<file path="src/rtl/mdu_alu_sequencer.sv">
// ---------------------------------------------------------------------------
// mdu_alu_sequencer
//   Multi-cycle unsigned MUL / MULHU / DIVU / REMU engine that borrows the
//   shared 32-bit combinational ALU. Each iterate cycle issues one add (MUL)
//   or one subtract (DIV) and folds the ALU result back into the shift
//   registers. Carry and borrow come from unsigned compares because the ALU
//   has no carry output.
//
// Ports
//   clk, rst          rising-edge clock, synchronous active-high reset
//   start, op         request (taken only in IDLE); 00 MUL 01 MULHU 10 DIVU 11 REMU
//   operand_a/_b      rs1 / rs2
//   abort             cancels an operation in flight (no done)
//   busy              high while iterating; stalls the pipeline
//   done              one-cycle pulse when result becomes valid
//   result            final value, held until the next accepted start
//   alu_req           equals busy; steers decode mux to sequencer operands
//   alu_op_o/src/a/b  operands driven into the shared ALU
//   alu_result_i      ALU result fed back
// ---------------------------------------------------------------------------
module mdu_alu_sequencer #(
   parameter int DATA_W = 32,
   parameter int CNT_W  = 6
) (
   input  logic              clk,
   input  logic              rst,
   input  logic              start,
   input  logic [1:0]        op,
   input  logic [DATA_W-1:0] operand_a,
   input  logic [DATA_W-1:0] operand_b,
   input  logic              abort,
   output logic              busy,
   output logic              done,
   output logic [DATA_W-1:0] result,
   output logic              alu_req,
   output logic [3:0]        alu_op_o,
   output logic              alu_src_o,
   output logic [DATA_W-1:0] alu_a_o,
   output logic [DATA_W-1:0] alu_b_o,
   input  logic [DATA_W-1:0] alu_result_i
);

   localparam logic [1:0] S_IDLE = 2'd0;
   localparam logic [1:0] S_MUL  = 2'd1;
   localparam logic [1:0] S_DIV  = 2'd2;
   localparam logic [1:0] S_DONE = 2'd3;

   localparam logic [3:0] ALU_ADD = 4'b0000;
   localparam logic [3:0] ALU_SUB = 4'b0001;

   logic [1:0]        state;
   logic              sel_hi;   // op[0]: MULHU / REMU pick the upper/remainder word
   logic [CNT_W-1:0]  cnt;
   // hi/rem and lo/quo share storage; mul and div never overlap.
   logic [DATA_W-1:0] acc_hi;
   logic [DATA_W-1:0] acc_lo;
   logic [DATA_W-1:0] b_q;      // multiplicand or divisor
   logic [DATA_W-1:0] result_q;

   logic [DATA_W-1:0] sh;
   logic              ob;
   logic              take;
   logic              carry;
   logic              last;
   logic [DATA_W-1:0] mul_hi, mul_lo, div_rem, div_quo;

   // Divide step: shift {rem,quo} left by one; ob is the bit shifted out of
   // rem, which makes the 33-bit partial remainder always >= divisor.
   assign sh    = {acc_hi[DATA_W-2:0], acc_lo[DATA_W-1]};
   assign ob    = acc_hi[DATA_W-1];
   assign take  = ob | (sh >= b_q);
   // Adding a non-negative value wrapped iff the sum is below the addend.
   assign carry = (alu_result_i < acc_hi);
   assign last  = (cnt == CNT_W'(DATA_W-1));

   assign mul_hi  = {carry, alu_result_i[DATA_W-1:1]};
   assign mul_lo  = {alu_result_i[0], acc_lo[DATA_W-1:1]};
   assign div_rem = take ? alu_result_i : sh;
   assign div_quo = {acc_lo[DATA_W-2:0], take};

   assign busy      = (state == S_MUL) || (state == S_DIV);
   assign alu_req   = busy;
   assign done      = (state == S_DONE);
   assign alu_src_o = 1'b0;
   assign result    = result_q;

   always_comb begin
      alu_op_o = ALU_ADD;
      alu_a_o  = '0;
      alu_b_o  = '0;
      case (state)
         S_MUL: begin
            alu_a_o = acc_hi;
            alu_b_o = acc_lo[0] ? b_q : '0;
         end
         S_DIV: begin
            alu_op_o = ALU_SUB;
            alu_a_o  = sh;
            alu_b_o  = b_q;
         end
         default: ;
      endcase
   end

   always_ff @(posedge clk) begin
      if (rst) begin
         state    <= S_IDLE;
         sel_hi   <= 1'b0;
         cnt      <= '0;
         acc_hi   <= '0;
         acc_lo   <= '0;
         b_q      <= '0;
         result_q <= '0;
      end else begin
         case (state)
            S_IDLE: begin
               // abort beats a simultaneous start
               if (start && !abort) begin
                  sel_hi <= op[0];
                  cnt    <= '0;
                  acc_hi <= '0;
                  acc_lo <= operand_a;
                  b_q    <= operand_b;
                  if (!op[1])
                     state <= S_MUL;
                  else if (operand_b != '0)
                     state <= S_DIV;
                  else begin
                     // divide by zero: RISC-V defined results, no iteration
                     result_q <= op[0] ? operand_a : '1;
                     state    <= S_DONE;
                  end
               end
            end
            S_MUL: begin
               if (abort)
                  state <= S_IDLE;
               else begin
                  acc_hi <= mul_hi;
                  acc_lo <= mul_lo;
                  cnt    <= cnt + CNT_W'(1);
                  if (last) begin
                     result_q <= sel_hi ? mul_hi : mul_lo;
                     state    <= S_DONE;
                  end
               end
            end
            S_DIV: begin
               if (abort)
                  state <= S_IDLE;
               else begin
                  acc_hi <= div_rem;
                  acc_lo <= div_quo;
                  cnt    <= cnt + CNT_W'(1);
                  if (last) begin
                     result_q <= sel_hi ? div_rem : div_quo;
                     state    <= S_DONE;
                  end
               end
            end
            default: state <= S_IDLE;  // S_DONE: start here is ignored
         endcase
      end
   end

endmodule

</file>
<file path="config.mk">
export PLATFORM = sky130hd
export DESIGN_NAME = mdu_alu_sequencer
export DESIGN_NICKNAME = d
export VERILOG_FILES = /design/src/rtl/mdu_alu_sequencer.sv
export SDC_FILE = /design/constraint.sdc
export NUM_CORES = 1
export LEC_CHECK = 0
export ABC_AREA = 1
export BUFFER_PORTS_ARGS = -buffer_cell sky130_fd_sc_hd__buf_2
export CAP_MARGIN = 15
export CORE_AREA = 2 2 169 105
export CTS_CLUSTER_SIZE = 16
export DETAILED_ROUTE_END_ITERATION = 7
export DIE_AREA = 0 0 171 107
export PLACE_DENSITY = 0.83
export SYNTH_ARGS = -nofsm -noshare
export SYNTH_HDL_FRONTEND = slang
export SYNTH_SLANG_ARGS = --single-unit
export TNS_END_PERCENT = 5
</file>
<file path="constraint.sdc">
create_clock -name clk -period 4.87 [get_ports clk]
set_input_delay 0.7305 -clock clk [delete_from_list [all_inputs] [get_ports clk]]
set_output_delay 0.7305 -clock clk [all_outputs]
set_load 0.01 [all_outputs]
</file>
==> results.sh <==
export IMPL_grt_pass1_wl_um=48500
export IMPL_postLayoutCoreUtil=0.680
export IMPL_syn_inst=1555
export IMPL_drt_pass1_iterations=6
export IMPL_postRouteAntennaNets=0
export IMPL_cts_tree="done"
export IMPL_portBuffers=201
export IMPL_yosys_warnings=0
export IMPL_drive_gt1_frac=0.175
export IMPL_ctsResizeCount=0
export IMPL_cts_htree_levels=4
export IMPL_grt_max_degree=91
export IMPL_period_minus_slack_ps=3630
export IMPL_syn_area_um2=9830
export IMPL_antenna_found_initial=6
export IMPL_syn_avg_cell_area_um2=6.32
export IMPL_core_area_um2=16800
export IMPL_required_ps=5150
export IMPL_ys_seq_area_frac=0.279
export IMPL_p_switching_mw=2.78
export IMPL_setup_viol=0
export IMPL_vias_per_cell=5.80
export IMPL_p_total_mw=5.77
export IMPL_combinationalPowerShare=0.501
export IMPL_rows=37
export IMPL_fin_crit_sh=0.746
export IMPL_drv_cap=0
export IMPL_grt_pass1_vias=9897
export IMPL_cts_setup_buffers=0
export IMPL_hpwl_um=21700
export IMPL_fmax_mhz=275
export IMPL_area_growth_pct=15.9
export IMPL_synth_distinct_cells=37
export IMPL_p_sw_frac=0.481
export IMPL_vias=11200
export IMPL_pwr_share_clk=0.228
export IMPL_cts_sinks=137
export IMPL_synth_ff_type="dfxtp_1"
export IMPL_clkTransAtPathRegs_ps=60
export IMPL_cellPowerDensity_nw_per_um2=507
export IMPL_hold_viol_final=0
export IMPL_skew_ps=12.9
export IMPL_min_path_type="flip-flop to flip-flop"
export IMPL_rsz0062_at_grt="false"
export IMPL_die_x_um=171
export IMPL_drt_iter0_drc=1451
export IMPL_seqPwrFrac=0.270
export IMPL_post_route_cell_area_um2=11400
export IMPL_tightest_slew_ps=1030
export IMPL_routabilityCongestion=0.974
export IMPL_clk_latency_ps=430
export IMPL_ctsRootBufferMaster="clkbuf_16"
export IMPL_async_flop_share=0
export IMPL_max_vdd_ir_drop_mv=0.614
export IMPL_grt_use_total=0.329
export IMPL_synth_edf_count=0
export IMPL_die_h_um=107
export IMPL_start_util=0.587
export IMPL_finalMaxSlewViolations=0
export IMPL_crit_path_start_kind="flip-flop"
export IMPL_max_slew_margin=0.314
export IMPL_postCtsHoldBufs=0
export IMPL_ios=206
export IMPL_cp_end_kind="flip-flop"
export IMPL_cellLeakagePower_nw=5.04
export IMPL_outcome="finished, final reports clean"
export IMPL_synth_seq_cells=137
export IMPL_dpl_cell_area_um2=10800
export IMPL_r2r_slack_ps=1240
export IMPL_clock_path_buffers=2
export IMPL_cp_max_fo=62
export IMPL_wl_per_cell_um=16.0
export IMPL_tns_ps=0
export IMPL_grt_overflow=0
export IMPL_worstSetupPathType="flip-flop to flip-flop"
export IMPL_fin_nets=1853
export IMPL_intPower_mw=3.00
export IMPL_drcViolationCount=0
export IMPL_die_area_um2=18300
export IMPL_worst_ep_arrival_time_ps=3910
export IMPL_drt_total_wl_um=31000
export IMPL_cts_made_buffers=17
## critical path, stage by stage, from the launching register on
cell      delay [ps]
dfxtp_1          420
ha_2             610
nor2_2            80
nor2_1           190
nor3_4            70
inv_2            520
nor2_2           110
nand2_2          130
clkinv_2         770
o21ai_1          500
a21oi_2           50
## placed cells by master (no fill, tap or decap), drive strengths merged, types with 2 or more instances in the layout
master | Yosys | final
dfxtp | 137 | 137
nor3 | 49 | 49
nor4 | 11 | 11
o21ai | 168 | 168
ha | 69 | 69
bufinv | 0 | 2
nor2 | 59 | 59
o21a | 2 | 2
a21o | 2 | 2
a31oi | 26 | 26
nand4 | 27 | 27
inv | 175 | 179
clkbuf | 77 | 19
clkinvlp | 0 | 4
a21oi | 205 | 205
buf | 36 | 218
o21bai | 3 | 3
o221a | 2 | 2
clkinv | 4 | 7
a211oi | 10 | 10
nand2 | 386 | 386
conb | 1 | 4
diode | 0 | 4
o22ai | 30 | 30
a311oi | 3 | 3
nand3 | 69 | 69
## metal layers
metal  track usage  vias up  wire length, um
met1         0.459     5080            13600
met3        0.0679       57             3080
met5             0        -               16
met4        0.0938        4              510
li1              -     5479                -
met2         0.515      594            13700
## power groups by stage
| stage | logic, mW | clock network, mW | registers, mW |
|---|---|---|---|
| 4_1_cts | 2.83 | 1.32 | 1.56 |
| 3_3_place_gp | 2.75 | 0 | 1.57 |
| 6_report | 2.89 | 1.32 | 1.56 |
| 3_5_place_dp | 2.80 | 0 | 1.58 |
| 5_1_grt | 3.20 | 1.37 | 1.59 |
| 2_1_floorplan | 2.09 | 0 | 1.58 |
## synth_stat cells (2+ instances only)
library cell / count / area (um2)
nor2_2: 3 / 18.8
nand3_1: 69 / 345
buf_2: 11 / 55.1
o221a_2: 2 / 22.5
buf_1: 14 / 52.6
a211oi_1: 10 / 75.1
a31oi_1: 26 / 163
o21a_1: 2 / 15.0
clkinv_1: 3 / 11.3
nand2_1: 383 / 1440
clkbuf_1: 77 / 289
dfxtp_1: 137 / 2740
buf_6: 3 / 33.8
a21o_1: 2 / 15.0
o22ai_1: 30 / 188
o21ai_1: 31 / 155
nor4_1: 11 / 68.8
nor2_1: 56 / 210
buf_4: 8 / 60.1
a21oi_1: 175 / 876
nand2_2: 3 / 18.8
inv_1: 174 / 653
a311oi_1: 3 / 26.3
ha_1: 69 / 863
o21bai_1: 3 / 22.5
nand4_1: 27 / 169
o21ai_0: 137 / 686
a21oi_2: 30 / 263
nor3_1: 48 / 240
## final cells by class
| type | instances | area [um2] |
|---|---|---|
| fillers | 1527 | 5370 |
| inverters | 179 | 673 |
| clock buffers | 19 | 443 |
| clock inverters | 13 | 144 |
| repair buffers | 218 | 1130 |
| flip-flops and latches | 137 | 2740 |
| multi-input cells | 1129 | 5950 |
| diodes | 4 | 10.0 |
| well taps | 234 | 293 |
## final timing paths
path                            depth (start not counted)  startpoint         to
worst min-delay path                                    2      b_q[0]     b_q[0]
worst max-delay path                                   10    state[0]  result[6]
worst max register to register                         10    state[0]  result[6]
worst min register to register                          2      b_q[0]     b_q[0]
## registers in the layout, indices dropped and copies added, names as in the netlist
| register | flops |
|---|---|
| acc_lo | 32 |
| cnt | 6 |
| sel_hi | 1 |
| result | 32 |
| acc_hi | 32 |
| b_q | 32 |
| state | 2 |
## stage by stage
step                worst slack [ps]  cells  hold WS (ps)
finish                          1240   1933           478
global route                     895   1930           506
CTS                             1280   1929           481
detailed placement              1320   1897           472
global placement                1480   1897           470
floorplan                       2250   1558           449
## cell families (layout without fill, tap and decap cells)
group,Yosys count,in the layout,synth area share
buf+inv,292,429,0.118
fa+ha+maj,69,69,0.0878
simple gates,604,604,0.259
flops,137,137,0.279
compound gates,452,452,0.256
other cells,1,8,0.000381
Note: power is estimated with default switching activity, not from simulation.
